==> src/rtl/stack_sequencer_if.sv <==
// Bundle between the execute stage, the stack sequencer and the memory stage.
// Handshake: a request transfers on a rising edge where op_valid=1 and op_ready=1.
// op_valid is ignored while op_ready=0. There is no queueing, and the requester
// needs no acknowledge beyond op_ready/busy. memory_push/memory_pop are
// single-cycle strobes that the memory stage always accepts. data_r is valid the
// cycle after a pop.
interface stack_sequencer_if #(
    parameter int FLAG_W = 3
);
    logic              op_valid;
    logic [1:0]        op_code;
    logic [31:0]       pc_in;
    logic [31:0]       target_in;
    logic [FLAG_W-1:0] flags_in;
    logic              op_ready;
    logic              busy;
    logic              memory_push;
    logic              memory_pop;
    logic [15:0]       write_data;
    logic [15:0]       data_r;
    logic              pc_load;
    logic [31:0]       pc_out;
    logic              flags_load;
    logic [FLAG_W-1:0] flags_out;
    logic              stack_fault;
    logic [11:0]       depth;

    // Sequencer side
    modport slave (
        input  op_valid, op_code, pc_in, target_in, flags_in, data_r,
        output op_ready, busy, memory_push, memory_pop, write_data,
               pc_load, pc_out, flags_load, flags_out, stack_fault, depth
    );

    // Environment side (execute stage + memory stage)
    modport master (
        output op_valid, op_code, pc_in, target_in, flags_in, data_r,
        input  op_ready, busy, memory_push, memory_pop, write_data,
               pc_load, pc_out, flags_load, flags_out, stack_fault, depth
    );
endinterface

==> src/rtl/stack_sequencer.sv <==
// Stack sequencer: expands CALL/RET/INT/RTI into 16-bit push/pop sequences,
// reassembles popped words into PC and flags, and tracks stack occupancy.
// All bus outputs are registered. They are decoded from the next state so
// that each one appears in the same cycle as the state that owns it.
module stack_sequencer #(
    parameter int          STACK_DEPTH = 2048,
    parameter int          FLAG_W      = 3,
    parameter logic [31:0] INT_VECTOR  = 32'h0000_0020
) (
    input  logic               clk,
    input  logic               reset,      // asynchronous, active-low
    stack_sequencer_if.slave   bus,
    output logic [3:0]         o_state     // debug view of the FSM state
);

    localparam logic [1:0] OP_CALL = 2'b00;
    localparam logic [1:0] OP_RET  = 2'b01;
    localparam logic [1:0] OP_INT  = 2'b10;
    localparam logic [1:0] OP_RTI  = 2'b11;

    typedef enum logic [3:0] {
        S_IDLE       = 4'd0,
        S_PUSH_FLAGS = 4'd1,
        S_PUSH_HI    = 4'd2,
        S_PUSH_LO    = 4'd3,
        S_POP_LO     = 4'd4,
        S_POP_HI     = 4'd5,
        S_POP_FLAGS  = 4'd6,
        S_DRAIN      = 4'd7,
        S_COMMIT     = 4'd8,
        S_FAULT      = 4'd9
    } state_t;

    state_t             r_state;
    state_t             w_next_state;

    // Latched operands
    logic [1:0]         r_op;
    logic [31:0]        r_pc;
    logic [31:0]        r_target;
    logic [FLAG_W-1:0]  r_flags_in;

    // Pop reassembly
    logic               r_pop_d;
    logic [1:0]         r_cap_idx;
    logic [15:0]        r_lo;
    logic [15:0]        r_hi;
    logic [FLAG_W-1:0]  r_flags_rd;

    logic [11:0]        r_depth;

    // Registered outputs
    logic               r_op_ready;
    logic               r_push;
    logic               r_pop;
    logic [15:0]        r_wdata;
    logic               r_pc_load;
    logic [31:0]        r_pc_out;
    logic               r_flags_load;
    logic [FLAG_W-1:0]  r_flags_out;
    logic               r_fault;

    // Next-cycle output values
    logic               w_op_ready;
    logic               w_push;
    logic               w_pop;
    logic [15:0]        w_wdata;
    logic               w_pc_load;
    logic [31:0]        w_pc_out;
    logic               w_flags_load;
    logic [FLAG_W-1:0]  w_flags_out;
    logic               w_fault;

    logic               w_accept;
    logic               w_room_ok;
    int                 w_depth_i;
    logic [1:0]         w_op;
    logic [31:0]        w_pc;
    logic [31:0]        w_target;
    logic [FLAG_W-1:0]  w_flags_in;
    logic               w_cap_lo;
    logic               w_cap_hi;
    logic               w_cap_fl;
    logic [15:0]        w_lo;
    logic [15:0]        w_hi;
    logic [FLAG_W-1:0]  w_flags_rd;

    // On the accept edge the operand registers are not loaded yet, so the
    // output decode looks straight at the request inputs in that cycle.
    assign w_accept   = (r_state == S_IDLE) && bus.op_valid;
    assign w_op       = w_accept ? bus.op_code   : r_op;
    assign w_pc       = w_accept ? bus.pc_in     : r_pc;
    assign w_target   = w_accept ? bus.target_in : r_target;
    assign w_flags_in = w_accept ? bus.flags_in  : r_flags_in;

    // A popped word is on data_r in the cycle after its pop. The last word
    // is forwarded so that COMMIT can present it on the same edge it is captured.
    assign w_cap_lo   = r_pop_d && (r_cap_idx == 2'd0);
    assign w_cap_hi   = r_pop_d && (r_cap_idx == 2'd1);
    assign w_cap_fl   = r_pop_d && (r_cap_idx == 2'd2);
    assign w_lo       = w_cap_lo ? bus.data_r : r_lo;
    assign w_hi       = w_cap_hi ? bus.data_r : r_hi;
    assign w_flags_rd = w_cap_fl ? bus.data_r[FLAG_W-1:0] : r_flags_rd;

    assign w_depth_i  = int'(r_depth);

    // Occupancy check for the request being offered in IDLE
    always_comb begin
        w_room_ok = 1'b0;
        case (bus.op_code)
            OP_CALL: w_room_ok = (w_depth_i <= STACK_DEPTH - 2);
            OP_INT:  w_room_ok = (w_depth_i <= STACK_DEPTH - 3);
            OP_RET:  w_room_ok = (w_depth_i >= 2);
            default: w_room_ok = (w_depth_i >= 3);
        endcase
    end

    // State and output register
    always_ff @(posedge clk or negedge reset) begin
        if (!reset) begin
            r_state      <= S_IDLE;
            r_op_ready   <= 1'b1;
            r_push       <= 1'b0;
            r_pop        <= 1'b0;
            r_wdata      <= '0;
            r_pc_load    <= 1'b0;
            r_pc_out     <= '0;
            r_flags_load <= 1'b0;
            r_flags_out  <= '0;
            r_fault      <= 1'b0;
        end else begin
            r_state      <= w_next_state;
            r_op_ready   <= w_op_ready;
            r_push       <= w_push;
            r_pop        <= w_pop;
            r_wdata      <= w_wdata;
            r_pc_load    <= w_pc_load;
            r_pc_out     <= w_pc_out;
            r_flags_load <= w_flags_load;
            r_flags_out  <= w_flags_out;
            r_fault      <= w_fault;
        end
    end

    // Next-state sequencing for each operation
    always_comb begin
        w_next_state = r_state;
        case (r_state)
            S_IDLE: begin
                if (bus.op_valid) begin
                    if (!w_room_ok)                 w_next_state = S_FAULT;
                    else if (bus.op_code == OP_CALL) w_next_state = S_PUSH_HI;
                    else if (bus.op_code == OP_INT)  w_next_state = S_PUSH_FLAGS;
                    else                             w_next_state = S_POP_LO;
                end
            end
            S_PUSH_FLAGS: w_next_state = S_PUSH_HI;
            S_PUSH_HI:    w_next_state = S_PUSH_LO;
            S_PUSH_LO:    w_next_state = S_COMMIT;
            S_POP_LO:     w_next_state = S_POP_HI;
            S_POP_HI:     w_next_state = (r_op == OP_RTI) ? S_POP_FLAGS : S_DRAIN;
            S_POP_FLAGS:  w_next_state = S_DRAIN;
            S_DRAIN:      w_next_state = S_COMMIT;
            S_COMMIT:     w_next_state = S_IDLE;
            S_FAULT:      w_next_state = S_IDLE;
            default:      w_next_state = S_IDLE;
        endcase
    end

    // Output decode of the state being entered
    always_comb begin
        w_op_ready   = (w_next_state == S_IDLE);
        w_push       = 1'b0;
        w_pop        = 1'b0;
        w_wdata      = '0;
        w_pc_load    = 1'b0;
        w_pc_out     = '0;
        w_flags_load = 1'b0;
        w_flags_out  = '0;
        w_fault      = 1'b0;
        case (w_next_state)
            S_PUSH_FLAGS: begin
                w_push  = 1'b1;
                w_wdata = 16'(w_flags_in);
            end
            S_PUSH_HI: begin
                w_push  = 1'b1;
                w_wdata = w_pc[31:16];
            end
            S_PUSH_LO: begin
                w_push  = 1'b1;
                w_wdata = w_pc[15:0];
            end
            S_POP_LO, S_POP_HI, S_POP_FLAGS: begin
                w_pop = 1'b1;
            end
            S_COMMIT: begin
                w_pc_load = 1'b1;
                case (w_op)
                    OP_CALL: w_pc_out = w_target;
                    OP_INT:  w_pc_out = INT_VECTOR;
                    default: w_pc_out = {w_hi, w_lo};
                endcase
                if (w_op == OP_RTI) begin
                    w_flags_load = 1'b1;
                    w_flags_out  = w_flags_rd;
                end
            end
            S_FAULT: begin
                w_fault = 1'b1;
            end
            default: begin
            end
        endcase
    end

    // Operand latch on accept; later operand changes are ignored
    always_ff @(posedge clk or negedge reset) begin
        if (!reset) begin
            r_op       <= OP_CALL;
            r_pc       <= '0;
            r_target   <= '0;
            r_flags_in <= '0;
        end else if (w_accept) begin
            r_op       <= bus.op_code;
            r_pc       <= bus.pc_in;
            r_target   <= bus.target_in;
            r_flags_in <= bus.flags_in;
        end
    end

    // Capture popped words in LO, HI, FLAGS order
    always_ff @(posedge clk or negedge reset) begin
        if (!reset) begin
            r_pop_d    <= 1'b0;
            r_cap_idx  <= 2'd0;
            r_lo       <= '0;
            r_hi       <= '0;
            r_flags_rd <= '0;
        end else begin
            r_pop_d <= r_pop;
            if (r_state == S_IDLE) begin
                r_cap_idx <= 2'd0;
            end else if (r_pop_d) begin
                r_cap_idx  <= r_cap_idx + 2'd1;
                r_lo       <= w_lo;
                r_hi       <= w_hi;
                r_flags_rd <= w_flags_rd;
            end
        end
    end

    // Occupancy counter, saturating at both ends
    always_ff @(posedge clk or negedge reset) begin
        if (!reset) begin
            r_depth <= '0;
        end else if (r_push && (r_depth != 12'hFFF)) begin
            r_depth <= r_depth + 12'd1;
        end else if (r_pop && (r_depth != 12'd0)) begin
            r_depth <= r_depth - 12'd1;
        end
    end

    assign bus.op_ready    = r_op_ready;
    assign bus.busy        = ~r_op_ready;
    assign bus.memory_push = r_push;
    assign bus.memory_pop  = r_pop;
    assign bus.write_data  = r_wdata;
    assign bus.pc_load     = r_pc_load;
    assign bus.pc_out      = r_pc_out;
    assign bus.flags_load  = r_flags_load;
    assign bus.flags_out   = r_flags_out;
    assign bus.stack_fault = r_fault;
    assign bus.depth       = r_depth;
    assign o_state         = r_state;

endmodule

==> src/flat_wrapper.sv <==
// flat-port wrapper written by rule: the top's interface ports become plain ports
module stack_sequencer_flat 
#(
    parameter int          STACK_DEPTH = 2048,
    parameter int          FLAG_W      = 3,
    parameter logic [31:0] INT_VECTOR  = 32'h0000_0020
)
  (clk, reset, o_state, bus_op_valid, bus_op_code, bus_pc_in, bus_target_in, bus_flags_in, bus_data_r, bus_op_ready, bus_busy, bus_memory_push, bus_memory_pop, bus_write_data, bus_pc_load, bus_pc_out, bus_flags_load, bus_flags_out, bus_stack_fault, bus_depth);
  stack_sequencer_if #(.FLAG_W(FLAG_W)) bus_i ();
  input  logic clk;
  input  logic reset;
  output logic [3:0] o_state;
  input wire logic [$bits(bus_i.op_valid)-1:0] bus_op_valid;
  input wire logic [$bits(bus_i.op_code)-1:0] bus_op_code;
  input wire logic [$bits(bus_i.pc_in)-1:0] bus_pc_in;
  input wire logic [$bits(bus_i.target_in)-1:0] bus_target_in;
  input wire logic [$bits(bus_i.flags_in)-1:0] bus_flags_in;
  input wire logic [$bits(bus_i.data_r)-1:0] bus_data_r;
  output wire logic [$bits(bus_i.op_ready)-1:0] bus_op_ready;
  output wire logic [$bits(bus_i.busy)-1:0] bus_busy;
  output wire logic [$bits(bus_i.memory_push)-1:0] bus_memory_push;
  output wire logic [$bits(bus_i.memory_pop)-1:0] bus_memory_pop;
  output wire logic [$bits(bus_i.write_data)-1:0] bus_write_data;
  output wire logic [$bits(bus_i.pc_load)-1:0] bus_pc_load;
  output wire logic [$bits(bus_i.pc_out)-1:0] bus_pc_out;
  output wire logic [$bits(bus_i.flags_load)-1:0] bus_flags_load;
  output wire logic [$bits(bus_i.flags_out)-1:0] bus_flags_out;
  output wire logic [$bits(bus_i.stack_fault)-1:0] bus_stack_fault;
  output wire logic [$bits(bus_i.depth)-1:0] bus_depth;
  assign bus_i.op_valid = bus_op_valid;
  assign bus_i.op_code = bus_op_code;
  assign bus_i.pc_in = bus_pc_in;
  assign bus_i.target_in = bus_target_in;
  assign bus_i.flags_in = bus_flags_in;
  assign bus_i.data_r = bus_data_r;
  assign bus_op_ready = bus_i.op_ready;
  assign bus_busy = bus_i.busy;
  assign bus_memory_push = bus_i.memory_push;
  assign bus_memory_pop = bus_i.memory_pop;
  assign bus_write_data = bus_i.write_data;
  assign bus_pc_load = bus_i.pc_load;
  assign bus_pc_out = bus_i.pc_out;
  assign bus_flags_load = bus_i.flags_load;
  assign bus_flags_out = bus_i.flags_out;
  assign bus_stack_fault = bus_i.stack_fault;
  assign bus_depth = bus_i.depth;
  stack_sequencer #(.STACK_DEPTH(STACK_DEPTH), .FLAG_W(FLAG_W), .INT_VECTOR(INT_VECTOR)) u_core (.clk(clk), .reset(reset), .bus(bus_i), .o_state(o_state));
endmodule
==> config.mk <==
export PLATFORM = sky130hd
export DESIGN_NAME = stack_sequencer_flat
export DESIGN_NICKNAME = d
export VERILOG_FILES = /design/src/rtl/stack_sequencer_if.sv /design/src/rtl/stack_sequencer.sv /design/src/flat_wrapper.sv
export SDC_FILE = /design/constraint.sdc
export NUM_CORES = 1
export LEC_CHECK = 0
export ABC_AREA = 1
export CORE_AREA = 2 2 129 119
export DETAILED_ROUTE_END_ITERATION = 7
export DIE_AREA = 0 0 131 121
export PLACE_DENSITY = 0.93
export SKIP_LAST_GASP = 1
export SLEW_MARGIN = 20
export SYNTH_ARGS = -nofsm -noshare
export SYNTH_HDL_FRONTEND = slang
export SYNTH_SLANG_ARGS = --single-unit
==> constraint.sdc <==
create_clock -name clk -period 4.63 [get_ports clk]
set_input_delay 0.463 -clock clk [delete_from_list [all_inputs] [get_ports clk]]
set_output_delay 0.463 -clock clk [all_outputs]
set_load 0.1 [all_outputs]
# After elaboration in Yosys (flattened, before gate mapping)
# Cells that the tools add are included.
# totals
wordCells	99
ff_bits	180
out_inout_bits	74
inputBits	88
# op_classes
bitwise_logic	2
n_mux	29
order_cmp	4
addsub	3
n_reduce_logical	18
n_eq_ne	23
# ops
op	n
32-bit two-way mux	3
32-bit case mux with 2 select lines	1
16-bit case mux with 3 select lines	1
16-bit two-way mux	2
4-bit by 3-bit == test with 1-bit output, second input constant	7
4-bit case mux with 7 select lines	1
12-bit by 2-bit greater-or-equal comparator with 1-bit output, second input constant	2
12-bit by 11-bit less-or-equal comparator with 1-bit output, second input constant	2
12-bit two-way mux	2
4-bit by 2-bit == test with 1-bit output, second input constant	4
3-bit two-way mux	5
12-bit by 1-bit adder with 12-bit output, second input constant	1
4-bit two-way mux	3
12-bit inequality test, second input constant	1
12-bit nonzero test	1
12-bit by 1-bit subtractor with 12-bit output, second input constant	1
2-bit == test, second input constant	5
4-bit by 1-bit == test with 1-bit output, second input constant	2
4-bit == test, second input constant	2
4-bit zero test	2
1-bit two-way mux	7
1-bit logical AND	6
2-bit zero test	3
2-bit two-way mux	3
8 further kinds	12

# Depth between registers and ports, before layout
# Gate-level depths: netlist of the first run.
# logic_depth
word_depth	9
ltp_mapped	14
depth_no_buf	14

# Worst setup path after synthesis of the first run
# No wires, ideal clock.
# synth_timing
path_kind	reg2reg
startpoint	register u_core.r_depth[5] (netlist: u_core.bus.depth[5])
endpoint	register u_core.r_depth[8] (netlist: u_core.bus.depth[8])
path_buffers	0
setup_time_ps	129
required_ps	4501
path_stages_with_launch	15
t_arrival_ps	3603
period_less_slack_ps	3732
slack_ps	898
cell_sequence	dfrtp_1 > nand2_1 > nor2_1 > nand3_1 > o21ai_0 > ha_1 > a21oi_1 > nand2_1 > nand2_1 > nand2_1 > a21oi_1 > nor2_1 > nor2_1 > xor2_1 > o21ai_0
# synth_via
elab_chain_cells	3
elab_cells_between_ends	9
cone_classes	add/sub (2); eq/ne (1); mux (2); reduce/logical (4)
# synth_lines
item	line	text
from (decl)	stack_sequencer.sv:50	logic [11:0] r_depth;
from (signal assigned)	stack_sequencer.sv:258	r_depth <= r_depth + 12'd1;
from (signal assigned)	stack_sequencer.sv:260	r_depth <= r_depth - 12'd1;
12-bit by 1-bit subtractor with 12-bit output (tied with other cells)	stack_sequencer.sv:260	
12-bit two-way mux (tied with other cells)	stack_sequencer.sv:259	end else if (r_pop && (r_depth != 12'd0)) begin
12-bit two-way mux / 2-bit nonzero test (equally long branches)	n/a	
# Parallel ways exist; a longest one is shown, timed or not. The select of a mux whose other input is x is not followed.
# A chain may end at the register's enable or synchronous reset.

# Final worst setup path of the first run
# layout_timing
startpoint	register u_core.r_state[3] (netlist: u_core.o_state[3])
endpoint	register u_core.r_pc_out[30] (netlist: u_core.bus.pc_out[30])
# layout_via
elab_chain_cells	6
elab_cells_between_ends	19
cone_classes	eq/ne (9); mux (6); reduce/logical (4)
# layout_lines
item	line	text
from (decl)	stack_sequencer.sv:34	state_t r_state;
from (signal assigned)	stack_sequencer.sv:132	r_state <= w_next_state;
4-bit zero test *	stack_sequencer.sv:90	assign w_accept = (r_state == S_IDLE) && bus.op_valid;
1-bit logical AND *	stack_sequencer.sv:90	
2-bit two-way mux *	stack_sequencer.sv:91	assign w_op = w_accept ? bus.op_code : r_op;
named net u_core.w_op[1]	stack_sequencer.sv:77	logic [1:0] w_op;
2-bit == test / 2-bit zero test (equally long branches)	stack_sequencer.sv:199	case (w_op)
32-bit case mux with 2 select lines *	stack_sequencer.sv:199	
32-bit two-way mux *	stack_sequencer.sv:181	case (w_next_state)
named net u_core.w_pc_out[30]	stack_sequencer.sv:69	logic [31:0] w_pc_out;
to (signal assigned)	stack_sequencer.sv:138	r_pc_out <= w_pc_out;
to (decl)	stack_sequencer.sv:58	logic [31:0] r_pc_out;
# Mark *: on every way through the listed nets, which the timed path passes. The rest lies on a longest branch.

==> results of run 1 <==
-- final cells by class --
cell class / count / area share [%]
timing repair buffer: 168 / 16.2
sequential: 180 / 43.9
clock inverter: 6 / 0.890
clock buffer: 26 / 4.96
inverter: 63 / 2.31
multi-input combinational: 650 / 29.3
tap: 198 / 2.41
-- worst max-delay path: cells and delay by family, from the launching register on --
kind	cells	cell delay (ns)
DFF	1	0.43
and+or+nand+nor	6	1.60
buffers and inverters	3	0.67
AOI/OAI and AO/OA	2	0.25
-- worst min path at each step --
| stage | end | from |
|---|---|---|
| 3_5_place_dp | u_core.r_pop_d$_DFF_PN0_ | u_core.bus.memory_pop$_DFF_PN0_ |
| 6_report | u_core.bus.pc_out[10]$_DFF_PN0_ | reset |
| 4_1_cts | u_core.bus.pc_out[10]$_DFF_PN0_ | reset |
| 3_3_place_gp | u_core.r_pop_d$_DFF_PN0_ | u_core.bus.memory_pop$_DFF_PN0_ |
| 5_1_grt | u_core.r_target[10]$_DFF_PN0_ | reset |
| 2_1_floorplan | u_core.bus.depth[0]$_DFFE_PN0P_ | reset |
-- routing by layer --
layer / wire length, um / vias up / part of all wire (%)
li1: - / 3280 / -
met1: 8420 / 3276 / 42
met2: 9940 / 257 / 50
met3: 1310 / 32 / 6.5
met4: 386 / 0 / 1.9
met5: 0 / - / 0
-- state kept, by name, summed over array words and instances (netlist names), 3 cells and up --
name,cells
u_core.bus.pc_out,32
u_core.r_pc,32
u_core.r_target,32
u_core.bus.write_data,16
u_core.r_hi,16
u_core.r_lo,16
u_core.bus.depth,12
u_core.o_state,4
u_core.bus.flags_out,3
u_core.r_flags_in,3
u_core.r_flags_rd,3
-- placed cells by master (no fill, tap or decap), types with 7 or more instances in the layout --
master                            count
sky130_fd_sc_hd__nand4_1              7
sky130_fd_sc_hd__clkbuf_16           17
sky130_fd_sc_hd__xor2_1               8
sky130_fd_sc_hd__clkdlybuf4s50_1    160
sky130_fd_sc_hd__nor2_1              65
sky130_fd_sc_hd__a21oi_1             42
sky130_fd_sc_hd__nand3_1             65
sky130_fd_sc_hd__inv_1               56
sky130_fd_sc_hd__buf_4                7
sky130_fd_sc_hd__o21ai_1             30
sky130_fd_sc_hd__o21ai_0             54
sky130_fd_sc_hd__ha_1                13
sky130_fd_sc_hd__nand2_1            334
sky130_fd_sc_hd__dfrtp_1            179
-- kinds of logic (layout without fill, tap and decap cells) --
group           after synthesis  in the layout  synth area share (%)
simple gates                489            489                  25.2
mux                           2              2                 0.252
fa+ha+maj                    14             14                  2.30
compound gates              137            137                  9.10
xor+xnor                      8              8                 0.882
flops                       180            180                  56.7
buf+inv                     104            263                  5.54
-- report_power, final --
group          total (W)  internal [W]  switching, W
registers        0.00252       0.00219      0.000325
clock network    0.00146      0.000871      0.000586
logic            0.00421       0.00111       0.00310
-- stage by stage --
step	instance area [um2]	power (W)
after floorplan	7950	0.00569
after global placement	9660	0.00656
after detailed placement	9660	0.00670
after CTS	10300	0.00819
after global routing	10300	0.00872
final	10300	0.00819
==> results.txt, run 1 <==
----------------------------------------------------
[GRT]
  GR peak layer ... met2
  Gr usage total ... a little over a quarter
  Gr ovfl total ... 0
  Number of antenna violations at the first check in global routing ... 0
  Vias in the first global route ... 6690
  Met1 track demand over resource ... between 30% and 40%
  Met2 routing resource usage after global routing ... between 40 and 50%
  Global routing usage on met3 ... 5.47%
  Pin count of the biggest net entering global routing ... ~110
  Wire length of the first global-routing pass ... ~32000 um

[Cells and area]
  Seq. cell area ... approximately 4500 um2
  Fraction of final layout cells with drive strength greater than 1 ... under 10%
  Net count reported at finish ... about 1200
  Fill cells ... 1055
  Filler-free cell count of the finished design ... roughly 1300
  Final Util ... a little under three quarters
  Antenna diodes ... 0
  Synth-to-layout area growth ... 29.1%
  Area of the multi-input gates ... ~3000 um2

[Synthesis]
  Total of warnings raised by yosys ... 0
  Post-Synthesis Cells ... approximately 930
  Sequential share of the synthesized area ... ~57%
  Flip-flop and latch count after synthesis ... between 150 and 200
  Top cell types by occurrence after synthesis ... sky130_fd_sc_hd__nand2_1 (335), sky130_fd_sc_hd__dfrtp_1 (179), sky130_fd_sc_hd__nand3_1 (65), sky130_fd_sc_hd__nor2_1 (65), sky130_fd_sc_hd__inv_1 (56)
  Dominant cell by count in the synthesized netlist ... sky130_fd_sc_hd__nand2_1
  Syn Nets ... 1036
  Library cell with the largest summed area after synthesis ... sky130_fd_sc_hd__dfrtp_1
  Proportion of netlist area held by the largest area contributor ... about 56%
  Post-synth cell types ... 40
  Flip-flop cell with the highest count after synthesis ... sky130_fd_sc_hd__dfrtp_1
  Share of flip-flops with an asynchronous set or reset ... 100%
  Cell types with the largest area share after synthesis ... sky130_fd_sc_hd__dfrtp_1 (56%), sky130_fd_sc_hd__nand2_1 (16%), sky130_fd_sc_hd__nand3_1 (4.1%), sky130_fd_sc_hd__o21ai_0 (3.4%), sky130_fd_sc_hd__nor2_1 (3.1%)
  Post-Syn Area ... 7950 um2
  Avg Inst Size Synth ... around 8.5 um2
  Number of enable flip-flop cells after synthesis ... 0

[Clock network]
  Count of instances resized after the clock tree is built ... 0
  Clock tree from TritonCTS ... yes
  Clock latency on the worst-skew pair ... approximately 0.43 ns
  CTS clock-pin slew for the worst setup and hold paths ... roughly 0.06 ns
  Setup fix buffers added after clock tree synthesis ... 0
  Root Buffer ... sky130_fd_sc_hd__clkbuf_16
  Clock Sinks ... 180
  Clock buffer count from CTS ... 17
  Number of hold-repair buffers added at the cts stage ... 0
  Buffers from clock root to sink, at most ... 2
  Deepest level of the CTS H-tree ... 4

[Setup path]
  Register-to-Register Setup Slack ... 1.57 ns
  Arrival time of data at the critical path endpoint ... roughly 3.4 ns
  R2R Path Start ... u_core.o_state[3]$_DFF_PN0_
  Sort of element at the start of the critical path ... flip-flop
  Endpoint of the most critical setup path ... u_core.bus.pc_out[30]$_DFF_PN0_
  Cells along the critical path ... or2_4 > nor2_4 > inv_2 > nor2_8 > buf_4 > nand2_1 > o21ai_2 > inv_2 > nor2_4 > nand3_1 > o21ai_1
  Crit path kind ... reg -> reg
  Critical-path maximum fanout ... 48
  Cells on worst reg2reg path ... 11
  CP required ... between 4 and 5 ns
  Max stage delay on crit path ... ~0.57 ns
  Start point of the critical path ... u_core.o_state[3]$_DFF_PN0_
  Cell with the biggest individual delay on the critical path ... sky130_fd_sc_hd__nor2_4
  CP endpoint kind ... flip-flop
  End of the worst register-to-register path ... u_core.bus.pc_out[30]$_DFF_PN0_

[Timing]
  Skew final ... 0.00725 ns
  Final critical delay including setup and external delays ... between 3 and 4 ns
  Final Hold Viols ... 0
  Worst hold slack across all endpoints ... about 0.15 ns
  Final setup violation count ... 0
  Final clock period utilization by the worst path ... between 60 and 70%
  Highest attainable clock frequency ... ~330 MHz
  Setup repair after global routing missed its margin ... no
  Final worst slack ... approximately 1.6 ns
  Max-Slew Margin vs Limit ... just under 30%
  Tightest Pin Transition ... ~1.1 ns
  Total negative slack ... 0 ns
  Pins over their slew limit ... 0

[Power and ir drop]
  Peak supply drop ... around 850 uV
  Leak ... 5.03 nW
  Power Dens Cells ... 798 nW/um2

[Drt]
  Number of detailed-route iterations in the first pass ... 5
  1st-iter DRT viols ... 540
  Post-Route WL ... approximately 20000 um
  Total number of vias ... around 6800
  Wirelength per Cell ... about 16 um
  Post-route DRC ... 0
  Via-to-Cell Ratio ... approximately 5.3
  Antenna-violating nets left ... 0

[Floorplan]
  Overall die width ... ~130 um
  Floorplan core area ... 14500 um2
  Number of I/O pins ... around 160
  Die Y-Extent ... 121 um
  Initial standard-cell utilization of the core ... a little over half
  Number of rows in the core area ... 42
  Die ar. ... around 16000 um2

[Min path]
  Path type of the worst min-delay path ... in -> async

[Placed design]
  Placement-stage worst setup slack ... 1.29 ns
  Final GP Congestion ... 0.932
  DPL Wire Length ... about 13000 um
  Port buffer count ... between 150 and 200
  DP Cell Count ... 1259

[Status]
  Outcome ... complete, no violations

[Job]
  Max-cap violations ... 0

----------------------------------------------------
No activity file was read; power rests on OpenSTA's default activity.
==> run 2: changes to the inputs <==
--- a/config.mk
+++ b/config.mk
@@ -6,10 +6,10 @@
 export NUM_CORES = 1
 export LEC_CHECK = 0
 export ABC_AREA = 1
-export CORE_AREA = 2 2 129 119
+export CORE_AREA = 2 2 134 123
 export DETAILED_ROUTE_END_ITERATION = 7
-export DIE_AREA = 0 0 131 121
-export PLACE_DENSITY = 0.93
+export DIE_AREA = 0 0 136 125
+export PLACE_DENSITY = 0.87
 export SKIP_LAST_GASP = 1
 export SLEW_MARGIN = 20
 export SYNTH_ARGS = -nofsm -noshare
==> constraint.sdc (replaced) <==
create_clock -name clk -period 2.92 [get_ports clk]
set_input_delay 0.292 -clock clk [delete_from_list [all_inputs] [get_ports clk]]
set_output_delay 0.292 -clock clk [all_outputs]
set_load 0.1 [all_outputs]
==> run 2 against run 1 <==
Via count shrank 2.6%; global-route usage shrank 2.4 points; clock power grew 58%; non-clock buffer count grew 9; total power grew 58%; first-iteration DRC count shrank 26%.
==> results.txt, run 2 (same netlist as run 1, synthesis figures left out) <==
----------------------------------------------------
[Setup path]
  R2R Path Start ... u_core.bus.depth[6]$_DFFE_PN0P_ (was u_core.o_state[3]$_DFF_PN0_)
  Critical-path maximum fanout ... 7 (was 48)
  Start point of the critical path ... u_core.bus.depth[6]$_DFFE_PN0P_ (was u_core.o_state[3]$_DFF_PN0_)
  CP required ... 3.21 ns (was 4.97 ns)
  CP endpoint kind ... flip-flop (unchanged)
  Arrival time of data at the critical path endpoint ... 2.91 ns (was 3.40 ns)
  End of the worst register-to-register path ... u_core.bus.depth[9]$_DFFE_PN0P_ (was u_core.bus.pc_out[30]$_DFF_PN0_)
  Register-to-Register Setup Slack ... 0.30 ns (was 1.57 ns)
  Crit path kind ... reg -> reg (unchanged)
  Cells on worst reg2reg path ... 13 (was 11)
  Sort of element at the start of the critical path ... flip-flop (unchanged)

[Placed design]
  Placement-stage worst setup slack ... 0.294 ns (was 1.29 ns)
  Final GP Congestion ... 0.858 (was 0.932)
  DPL Wire Length ... 13600 um (was 13500 um)
  Port buffer count ... 161 (unchanged)

[Timing]
  Setup repair after global routing missed its margin ... no (unchanged)
  Final Hold Viols ... 0 (unchanged)
  Highest attainable clock frequency ... 382 MHz (was 327 MHz)
  Pins over their slew limit ... 0 (unchanged)
  Final clock period utilization by the worst path ... 89.6% (was 66.0%)
  Final critical delay including setup and external delays ... 2.62 ns (was 3.06 ns)
  Skew final ... 0.0136 ns (was 0.00725 ns)
  Final worst slack ... 0.304 ns (was 1.57 ns)
  Max-Slew Margin vs Limit ... 38.4% (was 29.2%)
  Tightest Pin Transition ... 0.922 ns (was 1.06 ns)
  Total negative slack ... 0 ns (unchanged)
  Final setup violation count ... 0 (unchanged)

[GRT]
  Vias in the first global route ... 6540 (was 6690)
  Pin count of the biggest net entering global routing ... 65 (was 109)
  Number of antenna violations at the first check in global routing ... 0 (unchanged)
  Gr ovfl total ... 0 (unchanged)
  Wire length of the first global-routing pass ... 31600 um (was 32100 um)
  Gr usage total ... 23.8% (was 26.2%)

[Drt]
  Antenna-violating nets left ... 0 (unchanged)
  Post-route DRC ... 0 (unchanged)
  Via-to-Cell Ratio ... 5.09 (was 5.30)
  Total number of vias ... 6665 (was 6845)
  Post-Route WL ... 19500 um (was 20100 um)
  Number of detailed-route iterations in the first pass ... 5 (unchanged)
  1st-iter DRT viols ... 401 (was 540)
  Wirelength per Cell ... 14.9 um (was 15.5 um)

[Status]
  Outcome ... complete, no violations (unchanged)

[Power and ir drop]
  Peak supply drop ... 1280 uV (was 847 uV)
  Leak ... 5.19 nW (was 5.03 nW)
  Power Dens Cells ... 1270 nW/um2 (was 798 nW/um2)

[Min path]
  Hold EP ... u_core.r_pc[3]$_DFF_PN0_
  Hold path startpoint ... bus_pc_in[3]
  Path type of the worst min-delay path ... in -> reg (was in -> async)
  Min-Delay Path Depth ... 3

[Clock network]
  Buffers from clock root to sink, at most ... 2 (unchanged)
  Clock Sinks ... 180 (unchanged)
  Clock tree from TritonCTS ... yes (unchanged)
  Deepest level of the CTS H-tree ... 4 (unchanged)
  Root Buffer ... sky130_fd_sc_hd__clkbuf_16 (unchanged)
  Clock latency on the worst-skew pair ... 0.42 ns (was 0.43 ns)
  Clock buffer count from CTS ... 17 (unchanged)
  Setup fix buffers added after clock tree synthesis ... 0 (unchanged)
  CTS clock-pin slew for the worst setup and hold paths ... 0.06 ns (about the same)

[Floorplan]
  Number of rows in the core area ... 44 (was 42)
  Overall die width ... 136 um (was 131 um)
  Die Y-Extent ... 125 um (was 121 um)
  Initial standard-cell utilization of the core ... 50.5% (was 55.0%)
  Die ar. ... 17000 um2 (was 15900 um2)
  Floorplan core area ... 15700 um2 (was 14500 um2)
  Number of I/O pins ... 162 (unchanged)

[Cells and area]
  Net count reported at finish ... 1191 (was 1182)
  Most used cells in the layout excluding fill and tap cells ... sky130_fd_sc_hd__nand2_1 (335), sky130_fd_sc_hd__dfrtp_1 (167), sky130_fd_sc_hd__clkdlybuf4s50_1 (86), sky130_fd_sc_hd__buf_4 (86) (was sky130_fd_sc_hd__nand2_1 (334), sky130_fd_sc_hd__dfrtp_1 (179), sky130_fd_sc_hd__clkdlybuf4s50_1 (160))
  Antenna diodes ... 0 (unchanged)
  Leading cell type in the layout, fill and taps excluded ... sky130_fd_sc_hd__nand2_1 (unchanged)
  Fraction of final layout cells with drive strength greater than 1 ... 13.7% (was 5.22%)
  Synth-to-layout area growth ... 28.6% (was 29.1%)
  Fill cells ... 1275 (was 1055)

[Job]
  Max-cap violations ... 0 (unchanged)

----------------------------------------------------
-- run 2: cell count changes in the layout (fill, tap and decap cells not counted), sizes merged --
cell	previous run	this run
clkinvlp	0	2
dlygate4sd3	0	1
clkdlybuf4s50	160	86
bufinv	2	3
clkbuf	26	21
clkinv	4	6
buf	8	90
-- run 2: area by class of cell --
class                      count  area [um2]  share of cell area [%]
inverter                      63         236                    2.31
timing repair buffer         177        1590                    15.5
sequential                   180        4520                    44.3
clock inverter                11         150                    1.47
multi-input combinational    650        3010                    29.5
tap                          207         259                    2.54
clock buffer                  21         450                    4.41
-- run 2: stage by stage --
step                instances  utilization (%)  total power (W)  hold WS, ns  instance area [um2]
global route             1309             64.9           0.0139        0.424                10200
detailed placement       1276             61.0           0.0107        0.325                 9600
global placement         1276             61.0           0.0105        0.317                 9600
floorplan                 934                -          0.00905     -0.00359                 7970
CTS                      1309             64.8           0.0130        0.417                10200
finish                   1309             64.9           0.0130        0.432                10200
-- run 2: how the worst max path moves through the flow --
stage                                            endpoint  slack (ns)  cells past startpoint
after floorplan           u_core.bus.depth[8]$_DFFE_PN0P_        0.06                     14
after global placement    u_core.bus.depth[9]$_DFFE_PN0P_        0.36                     13
after detailed placement  u_core.bus.depth[9]$_DFFE_PN0P_        0.29                     13
after CTS                 u_core.bus.depth[9]$_DFFE_PN0P_        0.28                     13
after global routing      u_core.bus.depth[8]$_DFFE_PN0P_        0.06                     14
final                     u_core.bus.depth[9]$_DFFE_PN0P_        0.30                     13
-- run 2: where the power goes --
| group | internal [W] | leakage (nW) | switching [W] |
|---|---|---|---|
| registers | 0.00349 | 2.31 | 0.000507 |
| logic | 0.00175 | 2.59 | 0.00491 |
| clock network | 0.00138 | 0.288 | 0.000938 |
| total | 0.00662 | 5.19 | 0.00635 |
-- run 2: routing by layer --
metal	GRT usage (%)	part of all wire [%]	vias up
li1	-	-	3301
met1	32.2	44	3092
met2	37.6	47	241
met3	6.24	6.8	31
met4	7.78	2.4	0
met5	0	0	-
-- run 2: worst max-delay path: stages (launching register included) --
cell,delay [ns]
sky130_fd_sc_hd__dfrtp_2,0.40
sky130_fd_sc_hd__nand2_1,0.08
sky130_fd_sc_hd__nor2_1,0.16
sky130_fd_sc_hd__nand3_1,0.13
sky130_fd_sc_hd__o21ai_4,0.25
sky130_fd_sc_hd__buf_4,0.21
sky130_fd_sc_hd__ha_1,0.28
sky130_fd_sc_hd__inv_1,0.11
sky130_fd_sc_hd__o21ai_0,0.08
sky130_fd_sc_hd__a21oi_1,0.22
sky130_fd_sc_hd__nand2_1,0.13
sky130_fd_sc_hd__a31oi_1,0.19
sky130_fd_sc_hd__xor2_1,0.16
sky130_fd_sc_hd__o21ai_0,0.08
-- run 2: what timing repair did --
action	in CTS	in global routing
hold endpoints to repair	61	0
resized for setup	0	1
setup endpoints to repair	0	1
hold buffers	1	0
==> run 3: changes to the inputs <==
--- a/config.mk
+++ b/config.mk
@@ -15,3 +15,4 @@
 export SYNTH_ARGS = -nofsm -noshare
 export SYNTH_HDL_FRONTEND = slang
 export SYNTH_SLANG_ARGS = --single-unit
+export TNS_END_PERCENT = 5
==> results of run 3 <==
Final layout, timing and power as in run 2 (identical DEF).
==> variant 1, RTL diff (flow settings as in run 2) <==
`FLAG_W` is set to 3 in 3 places; all go to 5.
--- a/src/rtl/stack_sequencer_if.sv
+++ b/src/rtl/stack_sequencer_if.sv
@@ -6,5 +6,5 @@
 // cycle after a pop.
 interface stack_sequencer_if #(
-    parameter int FLAG_W = 3
+    parameter int FLAG_W = 5
 );
     logic              op_valid;
--- a/src/rtl/stack_sequencer.sv
+++ b/src/rtl/stack_sequencer.sv
@@ -5,5 +5,5 @@
 module stack_sequencer #(
     parameter int          STACK_DEPTH = 2048,
-    parameter int          FLAG_W      = 3,
+    parameter int          FLAG_W      = 5,
     parameter logic [31:0] INT_VECTOR  = 32'h0000_0020
 ) (
--- a/src/flat_wrapper.sv
+++ b/src/flat_wrapper.sv
@@ -3,5 +3,5 @@
 #(
     parameter int          STACK_DEPTH = 2048,
-    parameter int          FLAG_W      = 3,
+    parameter int          FLAG_W      = 5,
     parameter logic [31:0] INT_VECTOR  = 32'h0000_0020
 )
Ports: changed (resized bus_flags_in and bus_flags_out); port bits go from 162 to 166. The function was not compared with the original's and may differ.
==> variant 1 against run 2 <==
- wire length rose by 6.8%
- fmax rose by 2.7%
- area after synthesis rose by 4.5%
- power rose by 4.5%
- clock skew fell by 0.0048 ns
- setup slack improved by 0.068 ns
- cell area rose by 2.8%
- die area did not move
- sequential cell count rose by 6
- count of clock-buffer cells in the layout fell by 1
- non-clock buffer count rose by 3
==> variant 1: results (changes against run 2) <==
set qor(result_of_the_run) {finished clean} ;# unchanged
set qor(adder_cell_share_of_the_synthesized_area_pct) 2.20 ;# was 2.30%
set qor(synthTopCellsByArea) {sky130_fd_sc_hd__dfrtp_1 (56%), sky130_fd_sc_hd__nand2_1 (14%), sky130_fd_sc_hd__nor2_1 (3.3%)} ;# was sky130_fd_sc_hd__dfrtp_1 (56%), sky130_fd_sc_hd__nand2_1 (16%), sky130_fd_sc_hd__nand3_1 (4.1%)
set qor(maximum_number_of_pins_on_one_net_before_global_route_repair) 84 ;# was 65
set qor(drt-wirelength-per-cell_um) 15.6 ;# was 14.9 um
set qor(buffer_ports.inserted) 165 ;# was 161
set qor(synth_compound_gate_area_share_pct) 10.6 ;# was 9.10%
set qor(post_drt_via_cell_ratio) 5.23 ;# was 5.09
set qor(grt_util_met2_pct) 39.6 ;# was 37.6%
set qor(whs_endpoint) {u_core.r_target[7]$_DFF_PN0_} ;# was u_core.r_pc[3]$_DFF_PN0_
set qor(post_dp_cell_area_sq_um) 9890 ;# was 9600 sq um
set qor(reg2reg_setup_slack_ns) 0.37 ;# was 0.30 ns
set qor(grt.total_usage_pct) 25.3 ;# was 23.8%
set qor(firstDrtPassIters) 5 ;# unchanged
set qor(mux_share_of_post_synthesis_cell_area_pct) 0.241 ;# was 0.252%
set qor(dp_slack_ns) 0.385 ;# was 0.294 ns
set qor(synth_fp_nets) 1064 ;# was 1036
set qor(worstPathMaxFanout) 8 ;# was 7
set qor(fin_crit_ns) 2.55 ;# was 2.62 ns
set qor(power_leakage_nw) 5.32 ;# was 5.19 nW
set qor(final_layout_size_suffix_gt1_share_pct) 14.6 ;# was 13.7%
set qor(worst_slew_margin_rel_pct) 42.2 ;# was 38.4%
set qor(use_met1_pct) 35.3 ;# was 32.2%
set qor(synth-seq-area-share_pct) 56.1 ;# was 56.7%
set qor(fillerInstances) 1227 ;# was 1275
set qor(grt_antenna_before_repair) 1 ;# was 0
set qor(met2_length_um) 9820 ;# was 9170 um
set qor(number_of_drc_markers_after_the_initial_detailed_route_iteration) 721 ;# was 401
set qor(peakVddDrop_mv) 1.31 ;# was 1.28 mV
set qor(wirelength_um) 20900 ;# was 19500 um
set qor(yosysUniqueCellTypes) 41 ;# was 40
set qor(final_nets) 1222 ;# was 1191
set qor(drt-met1-wl_um) 8920 ;# was 8560 um
set qor(worst_clock_skew_on_the_final_layout_ns) 0.00878 ;# was 0.0136 ns
set qor(cts-resized-gates) 0 ;# unchanged
set qor(hold-worst-slack_ns) 0.427 ;# was 0.432 ns
set qor(place_inst) 1305 ;# was 1276
variant 1: cell types whose count changed after synthesis, sizes merged, moves of 8 or more:
| cell | run 2 | this run |
|---|---|---|
| inv | 61 | 82 |
| or2 | 3 | 11 |
| o21ai | 86 | 98 |
| nor2 | 69 | 80 |
| nand2 | 337 | 311 |
| a21oi | 42 | 51 |
| nand3 | 66 | 47 |
variant 1: cell type report:
cell class / instances / area (sq um) / share of cell area [%]
Sequential cell: 186 / 4670 / 44.5
Antenna cell: 1 / 2.50 / 0.0238
Clock buffer: 20 / 447 / 4.25
Clock inverter: 12 / 153 / 1.45
Tap cell: 207 / 259 / 2.47
Timing Repair Buffer: 180 / 1590 / 15.1
Inverter: 82 / 308 / 2.93
Multi-Input combinational cell: 651 / 3070 / 29.2
variant 1: critical path, stage by stage, from the launching register on:
cell and delay [ns]:
sky130_fd_sc_hd__dfrtp_2 0.43, sky130_fd_sc_hd__nand2_1 0.09, sky130_fd_sc_hd__nor2_2 0.20, sky130_fd_sc_hd__nand3_1 0.10, sky130_fd_sc_hd__nand2_1 0.19, sky130_fd_sc_hd__buf_4 0.21, sky130_fd_sc_hd__ha_1 0.30, sky130_fd_sc_hd__a21oi_1 0.18
sky130_fd_sc_hd__o21a_1 0.12, sky130_fd_sc_hd__nand2_1 0.08, sky130_fd_sc_hd__nand2_1 0.09, sky130_fd_sc_hd__nand2_1 0.05, sky130_fd_sc_hd__a21oi_1 0.15, sky130_fd_sc_hd__xor2_1 0.17, sky130_fd_sc_hd__nand2_1 0.06, sky130_fd_sc_hd__nand2_1 0.06
variant 1: where the power goes:
part | leakage (nW) | internal (mW) | switching [mW]
clock | 0.293 | 1.32 | 1.03
sequential | 2.38 | 3.61 | 0.540
combinational | 2.65 | 1.84 | 5.22
==> variant 2, RTL diff (flow settings as in run 2) <==
Without the edit above. Reset style: synchronous (`reset`), changed in 4 clocked blocks. Comments in the files are not updated.
--- a/src/rtl/stack_sequencer.sv
+++ b/src/rtl/stack_sequencer.sv
@@ -117,5 +117,5 @@
 
     // State and output register
-    always_ff @(posedge clk or negedge reset) begin
+    always_ff @(posedge clk) begin
         if (!reset) begin
             r_state      <= S_IDLE;
@@ -216,5 +216,5 @@
 
     // Operand latch on accept; later operand changes are ignored
-    always_ff @(posedge clk or negedge reset) begin
+    always_ff @(posedge clk) begin
         if (!reset) begin
             r_op       <= OP_CALL;
@@ -231,5 +231,5 @@
 
     // Capture popped words in LO, HI, FLAGS order
-    always_ff @(posedge clk or negedge reset) begin
+    always_ff @(posedge clk) begin
         if (!reset) begin
             r_pop_d    <= 1'b0;
@@ -252,5 +252,5 @@
 
     // Occupancy counter, saturating at both ends
-    always_ff @(posedge clk or negedge reset) begin
+    always_ff @(posedge clk) begin
         if (!reset) begin
             r_depth <= '0;
Behaviour: differs if reset is asserted again (counterexample within 4 cycles, from zero or initial values and one cycle with reset low); with reset held inactive, the same outputs for 4 cycles.
==> variant 2 against run 2 <==
- first-iteration DRC count decreased by 22%
- sequential cell count unchanged
- sequential share of layout area decreased by 6.3 points
- wire length decreased by 9.6%
- setup slack got worse by 0.063 ns
- non-clock buffer count decreased by 3
- power decreased by 23%
- area after synthesis decreased by 6.6%
- cell count decreased by 9.2%
- count of clock-buffer cells in the layout decreased by 1
- critical endpoint is now u_core.bus.depth[9]$_SDFFE_PN0P_
- largest cell class unchanged
- cell area decreased by 6.2%
==> variant 2: results (changes against run 2) <==
set qor(worst_slew_margin_rel_pct) 44.5 ;# was 38.4%
set qor(regToRegStartpoint) {u_core.bus.depth[5]$_SDFFE_PN0P_} ;# was u_core.bus.depth[6]$_DFFE_PN0P_
set qor(wirelength_um) 17600 ;# was 19500 um
set qor(final_layout_size_suffix_gt1_share_pct) 17.5 ;# was 13.7%
set qor(met3_wirelength_from_detailed_routing_um) 1210 ;# was 1320 um
set qor(gp_congestion) 0.828 ;# was 0.858
set qor(worstHoldPathCells) 2 ;# was 3
set qor(async_flop_share_pct) 0 ;# was 100%
set qor(power_leakage_nw) 4.11 ;# was 5.19 nW
set qor(instances_no_fill) 1189 ;# was 1309
set qor(final_nets) 1071 ;# was 1191
set qor(critical_path.reg2reg.endpoint) {u_core.bus.depth[9]$_SDFFE_PN0P_} ;# was u_core.bus.depth[9]$_DFFE_PN0P_
set qor(synthTopCellsByArea) {sky130_fd_sc_hd__dfxtp_1 (49%), sky130_fd_sc_hd__mux2i_1 (13%), sky130_fd_sc_hd__nor2_1 (9.0%)} ;# was sky130_fd_sc_hd__dfrtp_1 (56%), sky130_fd_sc_hd__nand2_1 (16%), sky130_fd_sc_hd__nand3_1 (4.1%)
set qor(hold-worst-slack_ns) 0.455 ;# was 0.432 ns
set qor(dp_slack_ns) 0.222 ;# was 0.294 ns
set qor(post_drt_via_cell_ratio) 5.11 ;# was 5.09
set qor(met2_length_um) 8430 ;# was 9170 um
set qor(reg2reg_setup_slack_ns) 0.24 ;# was 0.30 ns
set qor(worstPathMaxFanout) 14 ;# was 7
set qor(use_met1_pct) 26.7 ;# was 32.2%
set qor(grt.total_usage_pct) 20.8 ;# was 23.8%
set qor(worstHoldPathType) {reg -> reg} ;# was in -> reg
set qor(synth_cells) 819 ;# was 934
set qor(dp_hpwl_um) 12200 ;# was 13600 um
set qor(grt_pass1_wl_um) 28300 ;# was 31600 um
set qor(yosysUniqueCellTypes) 42 ;# was 40
set qor(whs_endpoint) {u_core.r_lo[5]$_SDFFE_PN0P_} ;# was u_core.r_pc[3]$_DFF_PN0_
set qor(min-delay-start) {u_core.r_lo[5]$_SDFFE_PN0P_} ;# was bus_pc_in[3]
set qor(synth_fp_nets) 921 ;# was 1036
set qor(gr-usage-met3_pct) 7.30 ;# was 6.24%
set qor(drt-met1-wl_um) 7820 ;# was 8560 um
set qor(worst_clock_skew_on_the_final_layout_ns) 0.0142 ;# was 0.0136 ns
set qor(result_of_the_run) {finished clean} ;# unchanged
set qor(maximum_number_of_pins_on_one_net_before_global_route_repair) 123 ;# was 65
set qor(grt_util_met2_pct) 33.4 ;# was 37.6%
set qor(number_of_drc_markers_after_the_initial_detailed_route_iteration) 312 ;# was 401
-- variant 2: logic make-up (layout without fill, tap and decap cells) --
kind of cell,Yosys count,after routing,share of synthesized area (%)
AOI/OAI and AO/OA,149,149,12.7
buffers and inverters,84,247,5.76
DFF,180,180,48.5
and+or+nand+nor,290,290,16.9
adders and majority gates,14,14,2.46
muxes,96,96,12.9
xor gates and xnor gates,6,6,0.708
-- variant 2: area by class of cell --
class                   instances  area [sq um]
multi-input cells             555          3400
inverters                      41           156
flip-flops and latches        180          3640
clock buffers                  20           447
well taps                     207           259
repair buffers                174          1570
clock inverters                12           119
fillers                      1327          6160
-- variant 2: repair_timing --
action	CTS	global route
endpoints found under the setup margin	0	1
gates resized for setup	0	2
hold buffers	0	0
-- variant 2: worst max-delay path, cell delays in order (launching register included) --
cell	delay [ns]
sky130_fd_sc_hd__dfxtp_4	0.36
sky130_fd_sc_hd__nand2_1	0.07
sky130_fd_sc_hd__nor2_2	0.21
sky130_fd_sc_hd__inv_1	0.11
sky130_fd_sc_hd__o41ai_4	0.31
sky130_fd_sc_hd__buf_6	0.22
sky130_fd_sc_hd__ha_1	0.30
sky130_fd_sc_hd__a21oi_1	0.16
sky130_fd_sc_hd__nand2_1	0.12
sky130_fd_sc_hd__a21oi_2	0.18
sky130_fd_sc_hd__nor3_1	0.07
sky130_fd_sc_hd__o21ai_0	0.14
sky130_fd_sc_hd__inv_1	0.05
sky130_fd_sc_hd__o21ai_0	0.15
sky130_fd_sc_hd__o211ai_1	0.11
sky130_fd_sc_hd__inv_1	0.06
-- variant 2: power by group through the flow --
stage	registers [mW]	clock network (mW)	logic (mW)
final	3.20	2.20	4.64
after CTS	3.21	2.24	4.66
after global routing	3.25	2.36	5.04
after global placement	3.23	0	4.57
after detailed placement	3.26	0	4.63
after floorplan	4.46	0	2.54
-- variant 2: worst max-delay path by stage --
stage / slack [ns] / endpoint / from / depth (start not counted)
floorplan: 0.01 / u_core.bus.depth[9]$_SDFFE_PN0P_ / u_core.bus.depth[5]$_SDFFE_PN0P_ / 14
global placement: 0.33 / u_core.bus.depth[9]$_SDFFE_PN0P_ / u_core.bus.depth[5]$_SDFFE_PN0P_ / 15
detailed placement: 0.22 / u_core.bus.depth[9]$_SDFFE_PN0P_ / u_core.bus.depth[5]$_SDFFE_PN0P_ / 15
CTS: 0.20 / u_core.bus.depth[9]$_SDFFE_PN0P_ / u_core.bus.depth[5]$_SDFFE_PN0P_ / 15
global route: 0.007 / u_core.bus.depth[9]$_SDFFE_PN0P_ / u_core.bus.depth[5]$_SDFFE_PN0P_ / 15
finish: 0.24 / u_core.bus.depth[9]$_SDFFE_PN0P_ / u_core.bus.depth[5]$_SDFFE_PN0P_ / 15
